**src/rtl/eth_tx_arb_pkg.sv**
```systemverilog
// Shared types and the round-robin pick helper for the Ethernet TX arbiter.
package eth_tx_arb_pkg;

    typedef logic [63:0] ETH_TDATA64;
    typedef logic [7:0]  ETH_TKEEP64;
    typedef logic        ETH_TUSER64_TX;

    typedef enum logic {
        ARB_IDLE = 1'b0,
        ARB_BUSY = 1'b1
    } ARB_STATE;

    // Largest supported source count; the picker works on a fixed-width view.
    localparam int RR_MAX = 8;

    typedef struct packed {
        logic       found;
        logic [2:0] idx;
    } rr_pick_t;

    // First set bit of req searching upward from ptr, wrapping at n.
    function automatic rr_pick_t rr_pick(input logic [RR_MAX-1:0] req,
                                         input logic [2:0]        ptr,
                                         input logic [3:0]        n);
        rr_pick_t   r;
        logic [3:0] j;
        r = '0;
        for (int k = 0; k < RR_MAX; k++) begin
            j = {1'b0, ptr} + 4'(k);
            if (j >= n) j = j - n;
            if ((4'(k) < n) && !r.found && req[j[2:0]]) begin
                r.found = 1'b1;
                r.idx   = j[2:0];
            end
        end
        return r;
    endfunction

endpackage

```
**src/rtl/eth_tx_arb_rr_arbiter.sv**
```systemverilog
// Combinational rotating-priority picker; no state of its own.
module rr_arbiter
    import eth_tx_arb_pkg::*;
#(
    parameter int NSRC = 4
) (
    input  logic [NSRC-1:0]         req,
    input  logic [$clog2(NSRC)-1:0] ptr,
    output logic                    found,
    output logic [$clog2(NSRC)-1:0] idx
);
    localparam int IW = $clog2(NSRC);

    rr_pick_t pick;

    // Evaluate the rotate search on the zero-extended request vector.
    always_comb begin
        pick = rr_pick(RR_MAX'(req), 3'(ptr), 4'(NSRC));
    end

    assign found = pick.found;
    assign idx   = IW'(pick.idx);

endmodule

```
**src/rtl/eth_tx_arb.sv**
```systemverilog
// Packet-granular round-robin arbiter merging NSRC AXI-Stream sources onto the MAC TX stream.
//
//   state    | meaning
//   ARB_IDLE | no frame in flight; pick next requester, all outputs low
//   ARB_BUSY | frame from grant_idx passes straight through until its tlast beat
module eth_tx_arb
    import eth_tx_arb_pkg::*;
#(
    parameter int NSRC  = 4,
    parameter int CNT_W = 32
) (
    input  logic                    eth_clk,
    input  logic                    eth_rst,
    input  logic [NSRC-1:0]         src_en,
    input  logic [NSRC-1:0]         s_tvalid,
    input  logic [NSRC-1:0]         s_tlast,
    input  logic [8*NSRC-1:0]       s_tkeep,
    input  logic [64*NSRC-1:0]      s_tdata,
    input  logic [NSRC-1:0]         s_tuser,
    output logic [NSRC-1:0]         s_tready,
    input  logic                    eth_tready,
    output logic                    eth_tvalid,
    output logic                    eth_tlast,
    output ETH_TKEEP64              eth_tkeep,
    output ETH_TDATA64              eth_tdata,
    output ETH_TUSER64_TX           eth_tuser,
    output logic [$clog2(NSRC)-1:0] grant_idx,
    output logic                    busy,
    output logic [CNT_W*NSRC-1:0]   frm_cnt
);
    localparam int IW = $clog2(NSRC);

    ARB_STATE                    state, state_nxt;
    logic [IW-1:0]               rr_ptr, grant_q, pick_idx;
    logic                        pick_found;
    logic                        xfer_last;
    logic [NSRC-1:0]             req;
    logic [NSRC-1:0][63:0]       data_v;
    logic [NSRC-1:0][7:0]        keep_v;
    logic [NSRC-1:0][CNT_W-1:0]  cnt_q;

    assign data_v    = s_tdata;
    assign keep_v    = s_tkeep;
    assign req       = s_tvalid & src_en;
    assign frm_cnt   = cnt_q;
    assign grant_idx = grant_q;
    assign busy      = (state == ARB_BUSY);

    // The pick sees only registered rr_ptr plus valid/enable, never eth_tready.
    rr_arbiter #(.NSRC(NSRC)) u_rr (
        .req   (req),
        .ptr   (rr_ptr),
        .found (pick_found),
        .idx   (pick_idx)
    );

    // Next-state logic and the granted-source pass-through mux.
    always_comb begin
        state_nxt  = state;
        eth_tvalid = 1'b0;
        eth_tlast  = 1'b0;
        eth_tkeep  = '0;
        eth_tdata  = '0;
        eth_tuser  = 1'b0;
        s_tready   = '0;
        xfer_last  = 1'b0;
        case (state)
            ARB_IDLE: begin
                if (pick_found) state_nxt = ARB_BUSY;
            end
            ARB_BUSY: begin
                eth_tvalid         = s_tvalid[grant_q];
                eth_tlast          = s_tlast[grant_q];
                eth_tkeep          = keep_v[grant_q];
                eth_tdata          = data_v[grant_q];
                eth_tuser          = s_tuser[grant_q];
                s_tready[grant_q]  = eth_tready;
                xfer_last          = s_tvalid[grant_q] & eth_tready & s_tlast[grant_q];
                if (xfer_last) state_nxt = ARB_IDLE;
            end
            default: state_nxt = ARB_IDLE;
        endcase
    end

    // State, grant, rotate pointer and frame counters; a reset abandons any frame in flight.
    always_ff @(posedge eth_clk) begin
        if (eth_rst) begin
            state   <= ARB_IDLE;
            rr_ptr  <= '0;
            grant_q <= '0;
            cnt_q   <= '0;
        end else begin
            state <= state_nxt;
            if (state == ARB_IDLE && pick_found) grant_q <= pick_idx;
            if (xfer_last) begin
                cnt_q[grant_q] <= cnt_q[grant_q] + CNT_W'(1);
                rr_ptr         <= (grant_q == IW'(NSRC-1)) ? '0 : grant_q + IW'(1);
            end
        end
    end

endmodule

```
**config.mk**
```make
export PLATFORM = sky130hd
export DESIGN_NAME = eth_tx_arb
export DESIGN_NICKNAME = d
export VERILOG_FILES = /design/src/rtl/eth_tx_arb_pkg.sv /design/src/rtl/eth_tx_arb_rr_arbiter.sv /design/src/rtl/eth_tx_arb.sv
export SDC_FILE = /design/constraint.sdc
export NUM_CORES = 1
export LEC_CHECK = 0
export CAP_MARGIN = 20
export CORE_AREA = 2 2 199 201
export DETAILED_ROUTE_END_ITERATION = 16
export DIE_AREA = 0 0 201 203
export REMOVE_ABC_BUFFERS = 1
export SYNTH_ARGS = -nofsm -noshare
export SYNTH_HDL_FRONTEND = slang
export SYNTH_SLANG_ARGS = --single-unit
export TNS_END_PERCENT = 50
```
**constraint.sdc**
```tcl
create_clock -name eth_clk -period 2.7 [get_ports eth_clk]
set_input_delay 0.54 -clock eth_clk [delete_from_list [all_inputs] [get_ports eth_clk]]
set_output_delay 0.54 -clock eth_clk [all_outputs]
set_load 0.05 [all_outputs]
```
Word level (Yosys, flattened, before mapping). Cells that the tools add are included.

Reduce and logical (&&, ||, !) cells: 8. Muxes and demuxes: 44. Equality and inequality tests: 1. Magnitude comparators: 10. Bitwise logic cells: 5. Add/sub/neg operators: 9.

Operator list (count): 64-bit binary-select mux with 2-bit select (1); 128-bit bitwise mux (1); 64-bit two-way mux (2); 32-bit binary-select mux with 2-bit select (1); 32-bit demux with 2-bit select (1); 32-bit two-way mux (2); 32-bit by 1-bit adder with 32-bit output (second input constant) (1); 4-bit two-way mux (5); 8-bit binary-select mux with 2-bit select (1); 3-bit by 4-bit less-than comparator with 1-bit output (second input constant) (4); 8-bit two-way mux (2); 1-bit two-way mux (14); 1-bit binary-select mux with 3-bit select (4); 4-bit by 3-bit >= comparator with 1-bit output (second input constant) (3); 3-bit two-way mux (4); 3-bit subtractor (second input constant) (3); 4-bit bitwise AND (2); 2-bit by 2-bit adder with 3-bit output (second input constant) (2); 1-bit binary-select mux with 2-bit select (3); 1-bit logical AND (5); 2-bit by 1-bit adder with 3-bit output (second input constant) (1); 2-bit by 3-bit >= comparator with 1-bit output (second input constant) (1); 1-bit zero test (3); 2-bit by 3-bit less-than comparator with 1-bit output (second input constant) (1); other kinds (9) (10).

Output and inout port bits: 210. Logic and storage cells: 84. Input bits: 307. Flip-flop bits (word level): 133.

Depth between registers and ports, before layout.
Depth in word-level cells: 16. Gate-level depth with buffers: 15. Mapped depth without buffers: 7.

By module. A second synthesis with hierarchy kept.

Cell total of the unflattened synthesis: 816. Area, all modules: 8371.8 um2.

By module, submodules not included: eth_tx_arb (area an instance 8294.2 um2, cells each 801, instances 1, seq. area each 2662.6 um2); rr_arbiter (area an instance 77.6 um2, cells each 15, instances 1, seq. area each 0.0 um2).

Worst setup path before layout. No wires, ideal clock.

Path kind: reg-to-reg. Start: register grant_q[0], in the netlist grant_idx[0]. End: register cnt_q, in the netlist frm_cnt[83]. Buffers on the path: 7. Required time: 2.614 ns. Arrival: 3.497 ns. Clock period less this slack: 3.583 ns. Setup time: 0.086 ns. Path slack: -0.883 ns. Cell stages (with the launch flop): 15. Cell sequence: dfxtp_1 -> buf_4 -> buf_4 -> buf_4 -> buf_2 -> buf_1 -> inv_1 -> ha_1 -> and3_1 -> and3_1 -> clkbuf_1 -> clkbuf_1 -> nand2_1 -> nor3_1 -> a211oi_1.

Cells in the longest elaborated chain, start to end: 5. Elaborated cells between the ends (all ways): 16. Those cells by class: add/sub: 1; order compare: 2; mux: 10; bitwise: 2; reduce/logical: 1.

Ends and longest elaborated chain: start, declared (line eth_tx_arb.sv:34) `logic [IW-1:0] rr_ptr, grant_q, pick_idx;`; start signal, assigned (line eth_tx_arb.sv:94) `if (state == ARB_IDLE && pick_found) grant_q <= pick_idx;`; branches (longest 5 deep; another with 32-bit by 1-bit adder with 32-bit output); end signal, assigned by index (line eth_tx_arb.sv:96) `cnt_q[grant_q] <= cnt_q[grant_q] + CNT_W'(1);`; end, declared (line eth_tx_arb.sv:40) `logic [NSRC-1:0][CNT_W-1:0] cnt_q;`.

Parallel ways; which one is timed is not known. The select of a mux whose other input is x is not followed. A chain may end at the register's enable or synchronous reset.

Worst setup path in the final report.
Start: register grant_q[1], in the netlist grant_idx[1]. End: register cnt_q, in the netlist frm_cnt[28].

Same word-level chain as after synthesis.

==> reports/qor.tcl <==
set qor(run_status) {finished, violations left}
set qor(failed_checks) {setup timing}
set qor(postSynthAreaPerCell_sq_um) 10.1
set qor(maximum_number_of_pins_on_one_net_before_global_route_repair) 95
set qor(synth-async-reset-ratio_pct) 0
set qor(clock-root-buffer) {clkbuf_16}
set qor(report.final.setup_viol) 3
set qor(io_buffer_count) 516
set qor(arrival_time_reported_for_the_critical_path_endpoint_ps) 3050
set qor(worstPathMaxFanout) 6
set qor(min_to) {frm_cnt[1]}
set qor(drt_pass1_iterations) 5
set qor(setup.worst_path.end_class) {register}
set qor(rsz0062_at_grt) {true}
set qor(routed_wire_length_per_instance_um) 25.6
set qor(initialDrtViolationCount) 641
set qor(final-hold-violation-count) 0
set qor(ctsLongestPathBuffers) 2
set qor(syn-cell-area_sq_um) 8810
set qor(finalWeightedCongestion) 0.941
set qor(holdBufCountCts) 0
set qor(clock_skew_ps) 10.9
set qor(layout_worst_path_cycle_share_pct) 101
set qor(cts_sinks) 133
set qor(switching_share_pct) 32.0
set qor(tritoncts) {yes}
set qor(register_area_sq_um) 2670
set qor(die_height_um) 203
set qor(seq_cells_post_synth) 133
set qor(crit-reg2reg-capture) {frm_cnt[28]}
set qor(ys_types) 47
set qor(fillCellCount) 3709
set qor(worst_slew_margin_rel_pct) 46.0
set qor(worst_hold_path_type) {reg -> reg}
set qor(drt-total-wl_um) 50100
set qor(cts_buf_count) 17
set qor(max_freq_ghz) 0.367
set qor(synth_edf_count) 0
set qor(core.rowCount) 72
set qor(intPower_mw) 4.60
set qor(htree_num_levels) 4
set qor(critical_path_required_ps) 3030
set qor(first_global_vias) 9726
set qor(grtUsageTotal_pct) 23.0
set qor(ff2ff_setup_slack_ps) -20
set qor(worst-slew-pin-transition_ps) 803
set qor(worstSetupPathType) {reg -> reg}
set qor(total_global_routing_overflow) 0
set qor(ff2ff_path_depth) 7
set qor(detailedPlacementHpwl_um) 40100
set qor(power_frac_clock_pct) 35.4
set qor(drive_above_1_share_pct) 25.9
set qor(final_util_pct) 42.0
set qor(warning_count_from_the_yosys_run) 0
set qor(setup_ws_ps) -22.2
set qor(design.core.area_sq_um) 38500
set qor(die_w_um) 201
set qor(setup.worst_path.start_class) {register}
set qor(wire_length_of_the_first_global_routing_pass_um) 68900
set qor(synth-main-ff-cell) {dfxtp_1}
set qor(total_power_mw) 6.77
set qor(p_seq_share_pct) 30.1
set qor(maxCapViolCount) 0
set qor(num-nets-final) 1733
set qor(min_from) {frm_cnt[1]}
set qor(multi_input_logic_area_sq_um) 5910
set qor(maxSlewViolCount) 0
set qor(via_count) 9947
set qor(comb_power_share_pct) 34.5
set qor(syn-instance-count) 872
set qor(regToRegStartpoint) {grant_idx[1]}
set qor(time_the_worst_path_needs_with_i_o_delays_and_setup_ps) 2720
set qor(worst_hold_path.num_cells) 2
set qor(total_leakage_power_nw) 5.60
set qor(net_load_switching_power_mw) 2.17
set qor(clk_latency_worst_skew_pair_ps) 430
set qor(synth_sequential_area_ratio_pct) 30.2
set qor(clk_pin_slew_ps) 60
set qor(power-per-cell-area_nw_per_um2) 419
set qor(initial_core_util_pct) 22.9
set qor(io-pin-count) 517
set qor(detail-route-antenna-nets) 0
set qor(peakVddDrop_uv) 432
set qor(routed_via_density) 5.08
set qor(antenna_violations_before_repair) 13
set qor(place_worst_setup_slack_ps) -45.9
set qor(die-area_sq_um) 40800
set qor(drc) 0
set qor(areaGrowthSynthToFinish_pct) 83.3
==> layout by cell type, fill, tap and decap left out, types with 6 or more instances in the layout <==
cell type	count
dfxtp_1	130
o21ai_0	8
a211oi_1	72
nand4_1	6
and2_1	73
and2_4	6
buf_16	7
a311oi_1	26
buf_6	25
or4_4	8
and4_1	6
mux4_2	101
a311oi_2	10
nand3_1	21
o21bai_1	20
nor3_1	18
buf_12	25
a31oi_1	8
nand2_1	35
and3_1	6
buf_4	121
clkbuf_16	21
nor4_1	8
xnor2_1	13
a21oi_1	14
nor2_1	131
clkdlybuf4s50_1	433
==> power groups by stage <==
| stage | Sequential (mW) | Clock (mW) | Combinational (mW) |
|---|---|---|---|
| floorplan | 2.28 | 0 | 0.994 |
| global placement | 2.09 | 0 | 2.15 |
| detailed placement | 2.09 | 0 | 2.16 |
| CTS | 2.04 | 2.42 | 2.24 |
| global route | 2.04 | 2.51 | 2.44 |
| finish | 2.04 | 2.40 | 2.33 |
==> layout make-up <==
class,count,share of cell area (%)
clock inverter,13,0.891
multi-input combinational,652,36.6
timing repair buffer,614,39.0
sequential,133,16.5
tap,518,4.01
inverter,3,0.0697
antenna,5,0.0775
clock buffer,19,2.87
==> synthesized netlist by cell type (2+ instances only) <==
master	n	area, sq um
dfxtp_1	133	2660
nor2_1	131	492
mux4_2	96	2160
and2_1	79	494
a211oi_1	72	541
clkbuf_1	54	203
a311oi_1	36	315
nand2_1	35	131
nand3_1	24	120
o21bai_1	20	150
nor3_1	18	90.1
a21oi_1	14	70.1
xnor2_1	13	114
buf_2	11	55.1
and3_1	10	62.6
buf_4	10	75.1
o21ai_0	10	50.1
a31oi_1	9	56.3
mux4_1	9	236
nor4_1	8	50.1
and4_1	7	61.3
o31ai_1	7	52.6
or3_1	7	43.8
buf_1	6	22.5
nand4_1	6	37.5
ha_1	5	62.6
nor3b_1	5	37.5
or4_1	5	37.5
or2_2	4	25.0
inv_1	3	11.3
nand2b_1	3	18.8
or4_4	3	33.8
or4b_2	3	30.0
buf_12	2	40.0
mux4_4	2	50.1
==> kinds of logic (layout without fill, tap and decap cells) <==
| logic type | Yosys count | in the layout | share of synthesized area (%) |
|---|---|---|---|
| flops | 133 | 133 | 30.2 |
| compound gates | 172 | 172 | 14.4 |
| xor+xnor | 14 | 14 | 1.39 |
| fa+ha+maj | 5 | 5 | 0.710 |
| simple gates | 352 | 353 | 20.6 |
| buf+inv | 88 | 649 | 4.84 |
| other cells | 0 | 5 | 0 |
| mux | 108 | 108 | 27.9 |
==> metal layers <==
metal | track usage [%] | vias up | share of wire (%)
li1 | - | 4485 | -
met1 | 27.9 | 4914 | 40
met2 | 39.0 | 469 | 49
met3 | 7.61 | 67 | 8.4
met4 | 6.48 | 12 | 2.3
met5 | 0 | - | 0.15
==> what timing repair did <==
| action | in CTS | in global routing |
|---|---|---|
| cloned | 2 | 4 |
| setup endpoints to repair | 72 | 94 |
| buffers inserted | 4 | 20 |
| gates resized for setup | 31 | 62 |
| pin swaps | 1 | 4 |
==> per-stage QoR <==
step | cells | hold slack [ps] | setup TNS [ps] | instance area, sq um
after floorplan | 787 | 461 | -787220 | 8400
after global placement | 1890 | 468 | -89.5 | 14800
after detailed placement | 1890 | 472 | -120 | 14800
after CTS | 1928 | 477 | -125 | 15600
after global routing | 1957 | 511 | -581 | 16200
final | 1957 | 483 | -33.1 | 16200
==> registers in the layout (all words and copies together) (netlist names) <==
register	cells
busy	1
rr_ptr	2
frm_cnt	128
grant_idx	2
==> critical path: stages, from the launching register on <==
cell and delay [ps]:
dfxtp_4 400, buf_4 150, mux4_2 360, nand3_2 130
buf_4 190, or4_4 560, or4_4 550, a311oi_2 270
==> worst max path at each step <==
stage	from	end	slack (ps)	cells after the start
after detailed placement	grant_idx[1]	eth_tkeep[0]	-50	5
after global routing	grant_idx[1]	frm_cnt[28]	-70	7
after floorplan	grant_idx[0]	frm_cnt[61]	-4400	5
final	grant_idx[1]	frm_cnt[28]	-20	7
after CTS	grant_idx[1]	eth_tkeep[0]	-50	5
after global placement	grant_idx[1]	eth_tkeep[0]	-40	5
No activity file was read; power rests on OpenSTA's default activity.
